<file path="config.mk">
export PLATFORM = sky130hd
export DESIGN_NAME = controle_display_jogo
export DESIGN_NICKNAME = d
export VERILOG_FILES = /design/src/rtl/controle_display_jogo_pkg.sv /design/src/rtl/controle_display_jogo_gerador_pisca.sv /design/src/rtl/controle_display_jogo.sv
export SDC_FILE = /design/constraint.sdc
export NUM_CORES = 1
export LEC_CHECK = 0
export CAP_MARGIN = 20
export CORE_MARGIN = 8
export CORE_UTILIZATION = 53
export CTS_CLUSTER_SIZE = 20
export DETAILED_ROUTE_END_ITERATION = 8
export DONT_BUFFER_PORTS = 1
export GPL_TIMING_DRIVEN = 1
export PLACE_DENSITY_LB_ADDON = 0.1
export SETUP_SLACK_MARGIN = 0.1
export SLEW_MARGIN = 25
export SYNTH_ARGS = -nofsm -noshare
export SYNTH_HDL_FRONTEND = slang
export SYNTH_SLANG_ARGS = --single-unit
</file>
<file path="constraint.sdc">
create_clock -name clock -period 2.16 [get_ports clock]
set_clock_uncertainty 0.1 [all_clocks]
set_input_delay 0.432 -clock clock [delete_from_list [all_inputs] [get_ports clock]]
set_output_delay 0.432 -clock clock [all_outputs]
set_load 0.03 [all_outputs]
</file>
<file path="src/rtl/controle_display_jogo_pkg.sv">
// Shared definitions for the tic-tac-toe status display: segment codes,
// state encoding and the player-to-digit mapping.
package pkg_display_jogo;

  // Active-low segment patterns, bit order g..a (bit0 = a)
  localparam logic [6:0] SEG_J       = 7'b1100001;
  localparam logic [6:0] SEG_E       = 7'b0000110;
  localparam logic [6:0] SEG_1       = 7'b1111001;
  localparam logic [6:0] SEG_2       = 7'b0100100;
  localparam logic [6:0] SEG_TRACO   = 7'b0111111;
  localparam logic [6:0] SEG_APAGADO = 7'b1111111;

  typedef enum logic [2:0] {
    INICIAL = 3'd0,
    VEZ     = 3'd1,
    ERRO    = 3'd2,
    VITORIA = 3'd3,
    EMPATE  = 3'd4
  } estado_t;

  // Player bit 0 shows "1", player bit 1 shows "2"
  function automatic logic [6:0] digito_jogador(input logic jog);
    return jog ? SEG_2 : SEG_1;
  endfunction

endpackage

</file>
<file path="src/rtl/controle_display_jogo_gerador_pisca.sv">
// Blink phase generator: phase toggles every PERIODO enabled cycles and
// restarts at the visible phase whenever limpar_i is asserted.
// fase_prox_o is the phase that will be held during the next cycle, so a
// registered display can be driven from it without an extra cycle of skew.
module gerador_pisca
  import pkg_display_jogo::*;
#(
  parameter int PERIODO = 25
) (
  input  logic clock,
  input  logic reset,
  input  logic limpar_i,
  input  logic habilitar_i,
  output logic fase_prox_o
);

  localparam int CW = $clog2(PERIODO);

  logic [CW-1:0] cont_q, cont_d;
  logic          fase_q, fase_d;

  // Next counter/phase: clear wins, otherwise count while enabled
  always_comb begin
    cont_d = cont_q;
    fase_d = fase_q;
    if (limpar_i) begin
      cont_d = '0;
      fase_d = 1'b0;
    end else if (habilitar_i) begin
      if (cont_q == CW'(PERIODO - 1)) begin
        cont_d = '0;
        fase_d = ~fase_q;
      end else begin
        cont_d = cont_q + 1'b1;
      end
    end
  end

  // Counter and phase registers
  always_ff @(posedge clock or posedge reset) begin
    if (reset) begin
      cont_q <= '0;
      fase_q <= 1'b0;
    end else begin
      cont_q <= cont_d;
      fase_q <= fase_d;
    end
  end

  assign fase_prox_o = fase_d;

endmodule

</file>
<file path="src/rtl/controle_display_jogo.sv">
// Status display sequencer for the tic-tac-toe game (HEX1 = letter,
// HEX0 = digit). Handles message priority, the error hold timer and,
// when CONTROLE_DISPLAY_PISCA_EN is defined, blinking of the error and
// winner messages. Display outputs are registered from the next state.
module controle_display_jogo
  import pkg_display_jogo::*;
#(
  parameter int HOLD_ERRO     = 100,
  parameter int PISCA_PERIODO = 25
) (
  input  logic       clock,
  input  logic       reset,
  input  logic       iniciar,
  input  logic       jogador,
  input  logic       jogada_invalida,
  input  logic       vitoria,
  input  logic       empate,
  output logic [6:0] hex_letra,
  output logic [6:0] hex_numero,
  output logic       ocupado,
  output logic [2:0] db_estado
);

  localparam int HW = $clog2(HOLD_ERRO);

  estado_t       estado_q, estado_d;
  logic [HW-1:0] cont_q, cont_d;
  logic          vencedor_q, vencedor_d;
  logic [6:0]    letra_q, letra_d;
  logic [6:0]    numero_q, numero_d;
  logic          ocupado_q, ocupado_d;
  logic          reentrada;

  // Next state, hold counter and winner latch
  always_comb begin
    estado_d   = estado_q;
    cont_d     = '0;
    vencedor_d = vencedor_q;
    reentrada  = 1'b0;
    unique case (estado_q)
      INICIAL: begin
        if (iniciar) estado_d = VEZ;
      end
      VEZ, ERRO: begin
        if (iniciar) begin
          estado_d = VEZ;
        end else if (vitoria) begin
          estado_d   = VITORIA;
          vencedor_d = jogador;
        end else if (empate) begin
          estado_d = EMPATE;
        end else if (jogada_invalida) begin
          // A repeated error restarts the hold (and blink) timing
          estado_d  = ERRO;
          reentrada = 1'b1;
        end else if (estado_q == ERRO) begin
          if (cont_q == HW'(HOLD_ERRO - 1)) estado_d = VEZ;
          else                              cont_d   = cont_q + 1'b1;
        end
      end
      VITORIA, EMPATE: begin
        if (iniciar) estado_d = VEZ;
      end
      default: estado_d = INICIAL;
    endcase
  end

`ifdef CONTROLE_DISPLAY_PISCA_EN
  logic estado_pisca_d;
  logic fase_prox;

  assign estado_pisca_d = (estado_d == ERRO) || (estado_d == VITORIA);

  gerador_pisca #(
    .PERIODO(PISCA_PERIODO)
  ) u_pisca (
    .clock       (clock),
    .reset       (reset),
    .limpar_i    (estado_pisca_d && ((estado_d != estado_q) || reentrada)),
    .habilitar_i ((estado_q == ERRO) || (estado_q == VITORIA)),
    .fase_prox_o (fase_prox)
  );
`endif

  // Display contents for the state being entered
  always_comb begin
    letra_d   = SEG_TRACO;
    numero_d  = SEG_TRACO;
    ocupado_d = (estado_d == ERRO);
    unique case (estado_d)
      INICIAL: begin
        letra_d  = SEG_TRACO;
        numero_d = SEG_TRACO;
      end
      VEZ: begin
        letra_d  = SEG_J;
        numero_d = digito_jogador(jogador);
      end
      ERRO: begin
        letra_d  = SEG_E;
        numero_d = digito_jogador(jogador);
      end
      VITORIA: begin
        letra_d  = SEG_J;
        numero_d = digito_jogador(vencedor_d);
      end
      EMPATE: begin
        letra_d  = SEG_E;
        numero_d = SEG_APAGADO;
      end
      default: begin
        letra_d  = SEG_TRACO;
        numero_d = SEG_TRACO;
      end
    endcase
`ifdef CONTROLE_DISPLAY_PISCA_EN
    if (estado_pisca_d && fase_prox) begin
      letra_d  = SEG_APAGADO;
      numero_d = SEG_APAGADO;
    end
`endif
  end

  // State, counter and winner registers
  always_ff @(posedge clock or posedge reset) begin
    if (reset) begin
      estado_q   <= INICIAL;
      cont_q     <= '0;
      vencedor_q <= 1'b0;
    end else begin
      estado_q   <= estado_d;
      cont_q     <= cont_d;
      vencedor_q <= vencedor_d;
    end
  end

  // Registered display outputs
  always_ff @(posedge clock or posedge reset) begin
    if (reset) begin
      letra_q   <= SEG_TRACO;
      numero_q  <= SEG_TRACO;
      ocupado_q <= 1'b0;
    end else begin
      letra_q   <= letra_d;
      numero_q  <= numero_d;
      ocupado_q <= ocupado_d;
    end
  end

  assign hex_letra  = letra_q;
  assign hex_numero = numero_q;
  assign ocupado    = ocupado_q;
  assign db_estado  = estado_q;

endmodule

</file>
# ---- Word level (Yosys, flattened, before mapping)
# Cells that the tools add are included.
dict set report totals {
  regBits 26
  inputBits 7
  word_cells 44
}
dict set report op_classes {
  n_addsub 1
  n_eq_ne 9
  muxes 22
  n_reduce_logical 6
}
# operator count
set ops {}
lappend ops {{2-to-1 mux 7 bit} 9}
lappend ops {{2-to-1 mux 3 bit} 7}
lappend ops {{case mux 7 bit (3 select lines)} 1}
lappend ops {{case mux 7 bit (2 select lines)} 1}
lappend ops {{== test 3 x 2 -> 1 bit, second input constant} 4}
lappend ops {{OR reduction 2 bit} 4}
lappend ops {{adder 7 x 1 -> 7 bit, second input constant} 1}
lappend ops {{== test 7 bit, second input constant} 1}
lappend ops {{== test 3 x 1 -> 1 bit, second input constant} 2}
lappend ops {{== test 3 bit, second input constant} 2}
lappend ops {{case mux 3 bit (2 select lines)} 1}
lappend ops {{zero test 3 bit} 1}
lappend ops {{2-to-1 mux 1 bit} 3}
lappend ops {{OR reduction 3 bit} 1}

# ---- Logic depth before layout (Yosys ltp)
# Gate-level depths: netlist of run 1.
dict set report depth {
  depth_word 11
  mapped_depth 6
  mapped_depth_nobuf 6
}

# ---- Worst setup path after synthesis of run 1
# Ideal clock, no wire load.
dict set report synth_timing {
  path_kind {register to register}
  from {reg estado_q[0], in the netlist db_estado[0]}
  to {reg numero_q[6], in the netlist hex_numero[6]}
  setup_ns 0.127
  t_arrival_ns 1.606
  required_time_ns 1.933
  path_slack_ns 0.327
  path_stages_with_launch 7
  n_path_buf 1
  path_cell_list {dfrtp_1 buf_6 or4b_4 nor3_2 o21bai_2 nor2_4 o31ai_1}
}
dict set report synth_via {
  elab_chain_len 10
  word_cells_on_any_way 23
  cone_classes {eq/ne (8); mux (11); reduce/logical (4)}
}
# element line_no
set synth_rtl {}
lappend synth_rtl {{from (decl)} controle_display_jogo.sv:26} ;# estado_t estado_q, estado_d;
lappend synth_rtl {{from (signal assigned)} controle_display_jogo.sv:131} ;# estado_q <= estado_d;
lappend synth_rtl {{== test 3 x 2 -> 1 bit} {controle_display_jogo.sv:40, controle_display_jogo.sv:56}}
lappend synth_rtl {{2-to-1 mux 3 bit} controle_display_jogo.sv:56} ;# end else if (estado_q == ERRO) begin
lappend synth_rtl {{2-to-1 mux 3 bit} controle_display_jogo.sv:52} ;# end else if (jogada_invalida) begin
lappend synth_rtl {{2-to-1 mux 3 bit} controle_display_jogo.sv:50} ;# end else if (empate) begin
lappend synth_rtl {{2-to-1 mux 3 bit} controle_display_jogo.sv:47} ;# end else if (vitoria) begin
lappend synth_rtl {{2-to-1 mux 3 bit} controle_display_jogo.sv:45} ;# if (iniciar) begin
lappend synth_rtl {{case mux 3 bit (2 select lines) (*)} controle_display_jogo.sv:40} ;# unique case (estado_q)
lappend synth_rtl {{net estado_d[1]} controle_display_jogo.sv:26}
lappend synth_rtl {{== test 3 x 2 -> 1 bit or == test 3 x 1 -> 1 bit (tied branches)} controle_display_jogo.sv:90} ;# unique case (estado_d)
lappend synth_rtl {{OR reduction 2 bit (no source line)} -}
lappend synth_rtl {{case mux 7 bit (3 select lines) (*)} controle_display_jogo.sv:90}
lappend synth_rtl {{net numero_d[6]} controle_display_jogo.sv:30} ;# logic [6:0] numero_q, numero_d;
lappend synth_rtl {{to (signal assigned)} controle_display_jogo.sv:145} ;# numero_q <= numero_d;
lappend synth_rtl {{to (decl)} controle_display_jogo.sv:30}
# Mark *: on every way through the listed nets, which the timed path passes. The rest lies on a longest branch.

# ---- Final worst setup path of run 1
# Ends and elaborated chain as after synthesis.

==> impl_summary.md, run 1 <==
Yosys
The total of warnings raised by yosys is 0. The netlist area before placement is 1027 um^2. The biggest area contributor in the post-synthesis netlist is dfrtp_1. The distinct cell type count of the synthesized netlist is 43.

Synthesis produced 94 cells. Ranked by total cell area, the synthesized netlist is headed by dfrtp_1 (34%), dfstp_2 (15%), buf_4 (5.1%), nor2_1 (4.0%), xnor2_1 (3.4%). The total of flip-flops plus latches after synthesis is 20. After synthesis, the largest area contributor takes up 34.10% of total cell area. The number of enable flip-flop cells after synthesis is 0. The synthesized netlist net count is approximately 100. Sequential elements use between 40% and 50% of the synthesized area.

The commonest cells after synthesis are dfrtp_1 (14), nor2_1 (11), buf_4 (7), dfstp_2 (6), xnor2_1 (4). For this run, the leading register cell type out of synthesis is dfrtp_1. The fraction of registers with async set/reset is 100.0%. A synthesized cell averages between 10 and 15 um^2.

The most common cell in the netlist is dfrtp_1.

Clock network
In this run, post-CTS repair resized a total of 0 instances. The total setup buffers inserted after CTS is 0. The buffer depth of the longest clock path is 2.

The level count of the clock H-tree is 1. The cell sitting at the root of the clock tree is a clkbuf_4. After clock tree synthesis, the clock-pin slew on the worst setup and hold paths is approximately 0.12 ns. The number of hold-repair buffers added at the cts stage is 0. The clock tree from TritonCTS is done. The number of clock buffers inserted by TritonCTS is 3. The clock net in this run drives a total of 20 sinks. The later pin in the worst-skew pair is clocked with a latency of 0.30 ns.

Layout
The number of antenna cells inserted is 0. The final layout contains 101 nets. The relative area change from synthesis to final layout is 3.897%. After the flow finishes, the layout carries non-filler instances totaling 119. The fill cell total of the finished layout is between 150 and 200. The post-route netlist has 25.00% of its cells at a drive strength greater than 1.

Pwr
The net switching fraction of the power is 43.75%. The peak supply drop is 770.1 uV. The cell area power density is approximately 1500 nW/um^2. Cell internal power was estimated by the tool at 898.8 uW. The portion of total power attributed to the clock network is 18.9%. The share of total power dissipated in combinational logic is 26.7%. Registers are responsible for 54.4% of the overall power. For this design the static power due to leakage is between 0.0004 and 0.0005 uW. The analysis attributes to net switching a power of approximately 700 uW.

Timing
The upper clock frequency limit is around 0.54 GHz. The time the final worst path needs with I/O delays and setup is 1.837 ns. The count of final setup violators is 0. The number of hold-slack violations in the final timing report is 0. Setup repair after global routing left no endpoint under its margin. The count of final max-slew check failures is 0.

The transition time of the tightest slew-check pin is 0.7531 ns. Adding up every negative setup slack in the final design gives 0 ns. The portion of the clock cycle consumed by the worst path in the final layout is 85.04%. The relative slew slack is 49.74%.

Die
The core region is 1902 um^2. The die area is roughly 3600 um^2. The number of top-level design ports is 25.

Row generation in the floorplan step produced 16 rows. Measured along the y axis, the die boundary spans approximately 60 um. In this run the horizontal extent of the chip is 60.03 um.

For this configuration, the core starts out at a cell density of ~54%.

Setup path
The critical path arrival is between 1.5 and 2 ns. STA classifies the critical path startpoint as a register. The biggest fanout along the worst timing path is 10. Data on the critical path is required at its endpoint by 2.27 ns. The type of the worst setup path is reg2reg. The worst setup path is captured at a register.

GRT
The total overflow reported by the global router is 0. The number of global-route vias before repair came to 627. In the global route stage, overall resource usage came out at 11.25%. The largest net degree at the start of global routing is 21.

The first global-routing pass estimated 3.015 mm of wire. The initial antenna violation count is 0.

Place
Once placement completed, the tool counted placed cells totaling 115. The placer's final routability congestion estimate is 0.7918. The placed wire-length estimate after detailed placement is 1.350 mm. The number of buffer cells added on primary ports is 0.

Detailed routing
The number of vias in the routed layout is 647. The total wire length is 1.848 mm. The remaining design rule violation count is 0. The via-per-instance ratio is 5.437. After detailed routing, the average wire length per cell comes to 15.53 um. The count of nets left with antenna violations once routing finished came out at 0. The first-pass detailed-route iteration total is 5. The violation count after the first detailed-routing iteration is 32.

Flow run
The tool flagged a number of max-cap violations equal to 0.

Run status
The flow ran to the end, and the final reports show no timing, DRC or antenna violations.

Hold path
The tightest min-delay check is of the in2async type.
final timing paths:
kind                                        startpoint                      end  slack (ns)  depth (start not counted)
worst max-delay path            db_estado[0]$_DFF_PP0_  hex_numero[6]$_DFF_PP0_        0.32                          5
worst min-delay path                             reset        ocupado$_DFF_PP0_        0.03                          1
max in group asynchronous                        reset      cont_q[5]$_DFF_PP0_        1.45                          1
worst max register to register  db_estado[0]$_DFF_PP0_  hex_numero[6]$_DFF_PP0_        0.32                          5
min in group clock                             iniciar   db_estado[2]$_DFF_PP0_        0.10                          1
worst min register to register     cont_q[0]$_DFF_PP0_      cont_q[0]$_DFF_PP0_        0.36                          1
logic make-up after synthesis:
family / after synthesis / synth area share, %
AOI/OAI and AO/OA: 14 / 10.35
xor gates and xnor gates: 6 / 5.116
adders and majority gates: 1 / 1.218
buffers and inverters: 12 / 7.795
DFF: 20 / 49.45
muxes: 3 / 3.045
other: 1 / 0.3651
and+or+nand+nor: 37 / 22.66
final cells by class:
class / instances / area, um^2 / share of cell area, %
inverter: 3 / 11.26 / 1.055
clock inverter: 1 / 30.03 / 2.814
sequential: 20 / 508.0 / 47.60
tap: 27 / 33.78 / 3.165
multi-input combinational: 62 / 439.2 / 41.15
clock buffer: 3 / 22.52 / 2.110
timing repair buffer: 3 / 22.52 / 2.110
power groups by stage:
stage	combinational, uW	clock (uW)	sequential [uW]
2_1_floorplan	497	0	781
3_3_place_gp	430	0	874
3_5_place_dp	430	0	879
4_1_cts	430	314	871
5_1_grt	470	338	888
6_report	427	303	869
cell usage in the layout, fill, tap and decap left out, types with 2 or more instances in the layout:
cell / netlist / routed
xor2_1: 2 / 2
inv_1: 3 / 3
xnor2_1: 4 / 4
nand2b_1: 3 / 3
buf_4: 7 / 3
mux2i_1: 2 / 2
nor2_1: 11 / 11
nand3_1: 2 / 2
nand2_1: 3 / 3
nor3_1: 3 / 3
o21ai_0: 3 / 3
dfrtp_1: 14 / 14
or2_1: 2 / 2
clkbuf_4: 0 / 3
dfstp_2: 6 / 6
critical path: stages, from the launching register on:
cell     delay, ns
dfrtp_1       0.51
xnor2_1       0.21
or4b_1        0.50
a21oi_2       0.27
a21oi_1       0.08
o31ai_1       0.08
metal layers:
layer | vias up | part of all wire, % | GRT usage (%)
li1 | 310 | - | -
met4 | 0 | 1.0 | 6.122
met2 | 22 | 41 | 14.62
met1 | 313 | 50 | 16.43
met5 | - | 0 | 0
met3 | 2 | 7.6 | 2.366
metrics by stage:
step / hold WS (ns) / total power, uW / util (%) / area [um^2] / setup slack (ns)
2_1_floorplan: 0.2914 / 1278 / - / 1027 / 0.3271
3_3_place_gp: 0.3351 / 1304 / 53.36 / 1015 / 0.3478
3_5_place_dp: 0.3455 / 1308 / 53.36 / 1015 / 0.3357
4_1_cts: 0.05061 / 1615 / 56.12 / 1067 / 0.3279
5_1_grt: 0.07161 / 1696 / 56.12 / 1067 / 0.2090
6_report: 0.03177 / 1598 / 56.12 / 1067 / 0.3232
registers in the layout, indices dropped and copies added (netlist names):
name,flops
cont_q,7
hex_letra,4
hex_numero,4
db_estado,3
ocupado,1
vencedor_q,1
Note: power is estimated with default switching activity, not from simulation.
==> run 2: changes to the inputs <==
--- a/config.mk
+++ b/config.mk
@@ -13,6 +13,7 @@
 export DONT_BUFFER_PORTS = 1
 export GPL_TIMING_DRIVEN = 1
 export PLACE_DENSITY_LB_ADDON = 0.1
+export RECOVER_POWER = 25
 export SETUP_SLACK_MARGIN = 0.1
 export SLEW_MARGIN = 25
 export SYNTH_ARGS = -nofsm -noshare
==> constraint.sdc (replaced) <==
create_clock -name clock -period 2.35 [get_ports clock]
set_clock_uncertainty 0.1 [all_clocks]
set_input_delay 0.47 -clock clock [delete_from_list [all_inputs] [get_ports clock]]
set_output_delay 0.47 -clock clock [all_outputs]
set_load 0.005 [all_outputs]
==> run 2 against run 1 <==
Against the previous run: hold slack improved by 0.032 ns; flip-flop and latch count did not move; maximum frequency fell by 0.37%; sequential share of layout area rose by 2.3 points; sequential power fell by 32%; clock power fell by 48%; die area did not move; wire length fell by 4.7%; via count fell by 5.1%; first-iteration DRC count fell by 84%; largest cell class unchanged.
==> impl_summary.md, run 2 (synthesis results as in run 1) <==
Detailed routing
For this block, the via count after detailed routing is approximately 600. The first detailed-routing pass took 3 iterations. Dividing the detail-routed via count by the number of cells gives roughly 5.3. The final routed wire length divided by cell count is 15.19 um. In the routed design, unresolved DRC markers number 0. The violation count after the first detailed-routing iteration is 5. The number of nets with antenna violations after detailed routing is 0. The total wire length is roughly 1.8 mm.

Pwr
The internal cell power is 691.3 uW. Sequential cells account for between 50% and 60% of the total power. The switching power of the nets is 373.9 uW.

Net switching is 35.10% of the power. Summed over all cells, the static leakage comes to 0.0004091 uW. The clock network accounts for 14.9% of the total power. IR analysis of the VDD net gives a maximum drop of 556.2 uV. In this run, the combinational gates consume 29.9% of the power.

The cell area power density is 1046 nW/um^2.

Layout
The repair_antennas step left the layout with diodes totalling 0. Registers take 508.0 um^2. The relative area change from synthesis to final layout is -0.8523%. The area occupied by multi-input gates is 439.2 um^2.

The post-route cell area is just over 1000 um^2. Cells with a size suffix above 1 make up 21.35% of the layout. The library cell used most frequently in the layout, excluding fill and tap cells, is dfrtp_1. Leaving out fill and tap cells, the most frequent cells in the layout are dfrtp_1 (14), nor2_1 (11), dfstp_2 (6). After the last flow step, the layout net total stands at 98. The flip-flop count of the largest register after layout is 7. More flip-flops sit in one register than any other, and that register is cont_q. The fill cell total of the finished layout is 188.

Setup path
The length in cells of the worst reg-to-reg path is 5. The worst setup path is captured at a register. The most critical setup path has its endpoint at hex_numero[6]$_DFF_PP0_.

The required time at the worst-slack endpoint is 2.42 ns. STA classifies the critical path startpoint as a register. The worst setup path is of the reg2reg kind. In this run the worst path has a maximum fanout of 9. For flop-to-flop paths, the worst setup slack is 0.51 ns. Data on the critical path arrives at its endpoint at 1.91 ns. The launch point of the worst path is db_estado[2]$_DFF_PP0_. The endpoint of the worst register-to-register path is hex_numero[6]$_DFF_PP0_.

The worst register-to-register path begins at db_estado[2]$_DFF_PP0_.

GRT
The first global-routing pass estimated 2.884 mm of wire. Global routing used a little over a tenth of the available tracks. The number of global-route vias before repair is 588. The total overflow left after global routing is 0. The initial antenna violation count is 0. The largest net degree at the start of global routing is 21.

Run status
The flow ran to the end, and the final reports show no timing, DRC or antenna violations.

Timing
The number of hold-slack violations in the final timing report came to 0. After layout, the minimum clock period comes to about 1.8 ns. The portion of the clock cycle consumed by the worst path in the final layout is slightly below 80%.

Setup repair after global routing left no endpoint under its margin. The post-layout worst setup margin is 0.5065 ns. Timing would allow up to ~0.54 GHz. The relative slew slack is 53.61%. The count of final setup violators is 0.

Setup total negative slack on the finished layout was measured at 0 ns. The count of final max-slew check failures is 0. At the pin with the least slew margin, the transition time is slightly below 0.7 ns.

Clock network
The worst-skew pair later-pin latency is 0.29 ns. The number of resized instances in the post-cts repair step is 0. The tree built by TritonCTS fans out to 20 sinks. The clock passes through at most 2 buffers. Buffers added to address setup during post-CTS repair amount to 0. TritonCTS built the clock tree.

After clock tree synthesis, the clock-pin slew on the worst setup and hold paths is 0.11 ns. The number of hold-repair buffers added at the cts stage is 0. CTS built an H-tree with a depth of 1.

The root buffer cell chosen for the clock tree is clkbuf_4. The number of clock buffers inserted by TritonCTS is 3.

Die
The overall die height is 60.03 um. The die covers roughly 3600 um^2. For this configuration, the core starts out at a cell density of 54.01%. The die is 60.03 um wide. In this run the core area contains 16 standard-cell rows.

The number of top-level design ports is 25. In this run the standard cell core region covers 1902 um^2.

Place
In this run the cell area measured after placement is a little under 1000 um^2. The post-place setup slack is 0.5122 ns. At the end of routability-driven placement, the weighted congestion stood at a little over 0.8.

The placed wire-length estimate after detailed placement is 1.341 mm. The number of buffer cells added on primary ports is 0.

Hold path
The path class of the tightest hold or removal check is in2async.

Flow run
The tool flagged a number of max-cap violations equal to 0.
## run 2: changes by cell type in the layout (fill, tap and decap cells not counted), sizes merged
| cell | change |
|---|---|
| buf | -3 |
| bufinv | -1 |
| clkbuf | +1 |
## run 2: worst min path at each step
stage / start / slack (ns) / to
floorplan: reset / 0.33 / cont_q[0]$_DFF_PP0_
CTS: reset / 0.09 / hex_letra[6]$_DFF_PP0_
finish: reset / 0.06 / hex_letra[6]$_DFF_PP0_
global route: reset / 0.13 / hex_letra[6]$_DFF_PP0_
global placement: cont_q[0]$_DFF_PP0_ / 0.34 / cont_q[0]$_DFF_PP0_
detailed placement: cont_q[0]$_DFF_PP0_ / 0.36 / cont_q[0]$_DFF_PP0_
## run 2: metal layers
metal | up-vias | track usage, % | share of wire, %
met4 | 0 | 5.102 | 1.4
met3 | 2 | 4.086 | 9.9
met5 | - | 0 | 0
li1 | 304 | - | -
met2 | 17 | 13.69 | 41
met1 | 291 | 15.04 | 47
## run 2: final cells by class
type,instances,share of cell area (%)
Clock buffer,4,2.580
Inverter,3,1.106
Multi-Input combinational cell,62,43.12
Sequential cell,20,49.88
Tap cell,27,3.317
## run 2: worst max-delay path, cell delays in order (launching register included)
cell and delay (ns):
dfrtp_1 0.50, or4b_4 0.59, nor3_2 0.16, o21bai_2 0.15, nor2_4 0.16, o31ai_1 0.08
## run 2: power by group through the flow
| stage | sequential, uW | combinational (uW) | clock [uW] |
|---|---|---|---|
| 2_1_floorplan | 541 | 381 | 0 |
| 3_3_place_gp | 599 | 319 | 0 |
| 3_5_place_dp | 601 | 322 | 0 |
| 4_1_cts | 594 | 322 | 167 |
| 5_1_grt | 609 | 356 | 192 |
| 6_report | 588 | 318 | 158 |
## run 2: through the flow
| step | cells | hold slack [ns] | util (%) | power, uW |
|---|---|---|---|---|
| CTS | 116 | 0.09149 | 53.55 | 1082 |
| floorplan | 94 | 0.3251 | - | 922.1 |
| detailed placement | 112 | 0.3576 | 52.17 | 922.8 |
| global route | 116 | 0.1291 | 53.55 | 1156 |
| global placement | 112 | 0.3420 | 52.17 | 917.3 |
| finish | 116 | 0.06363 | 53.55 | 1065 |
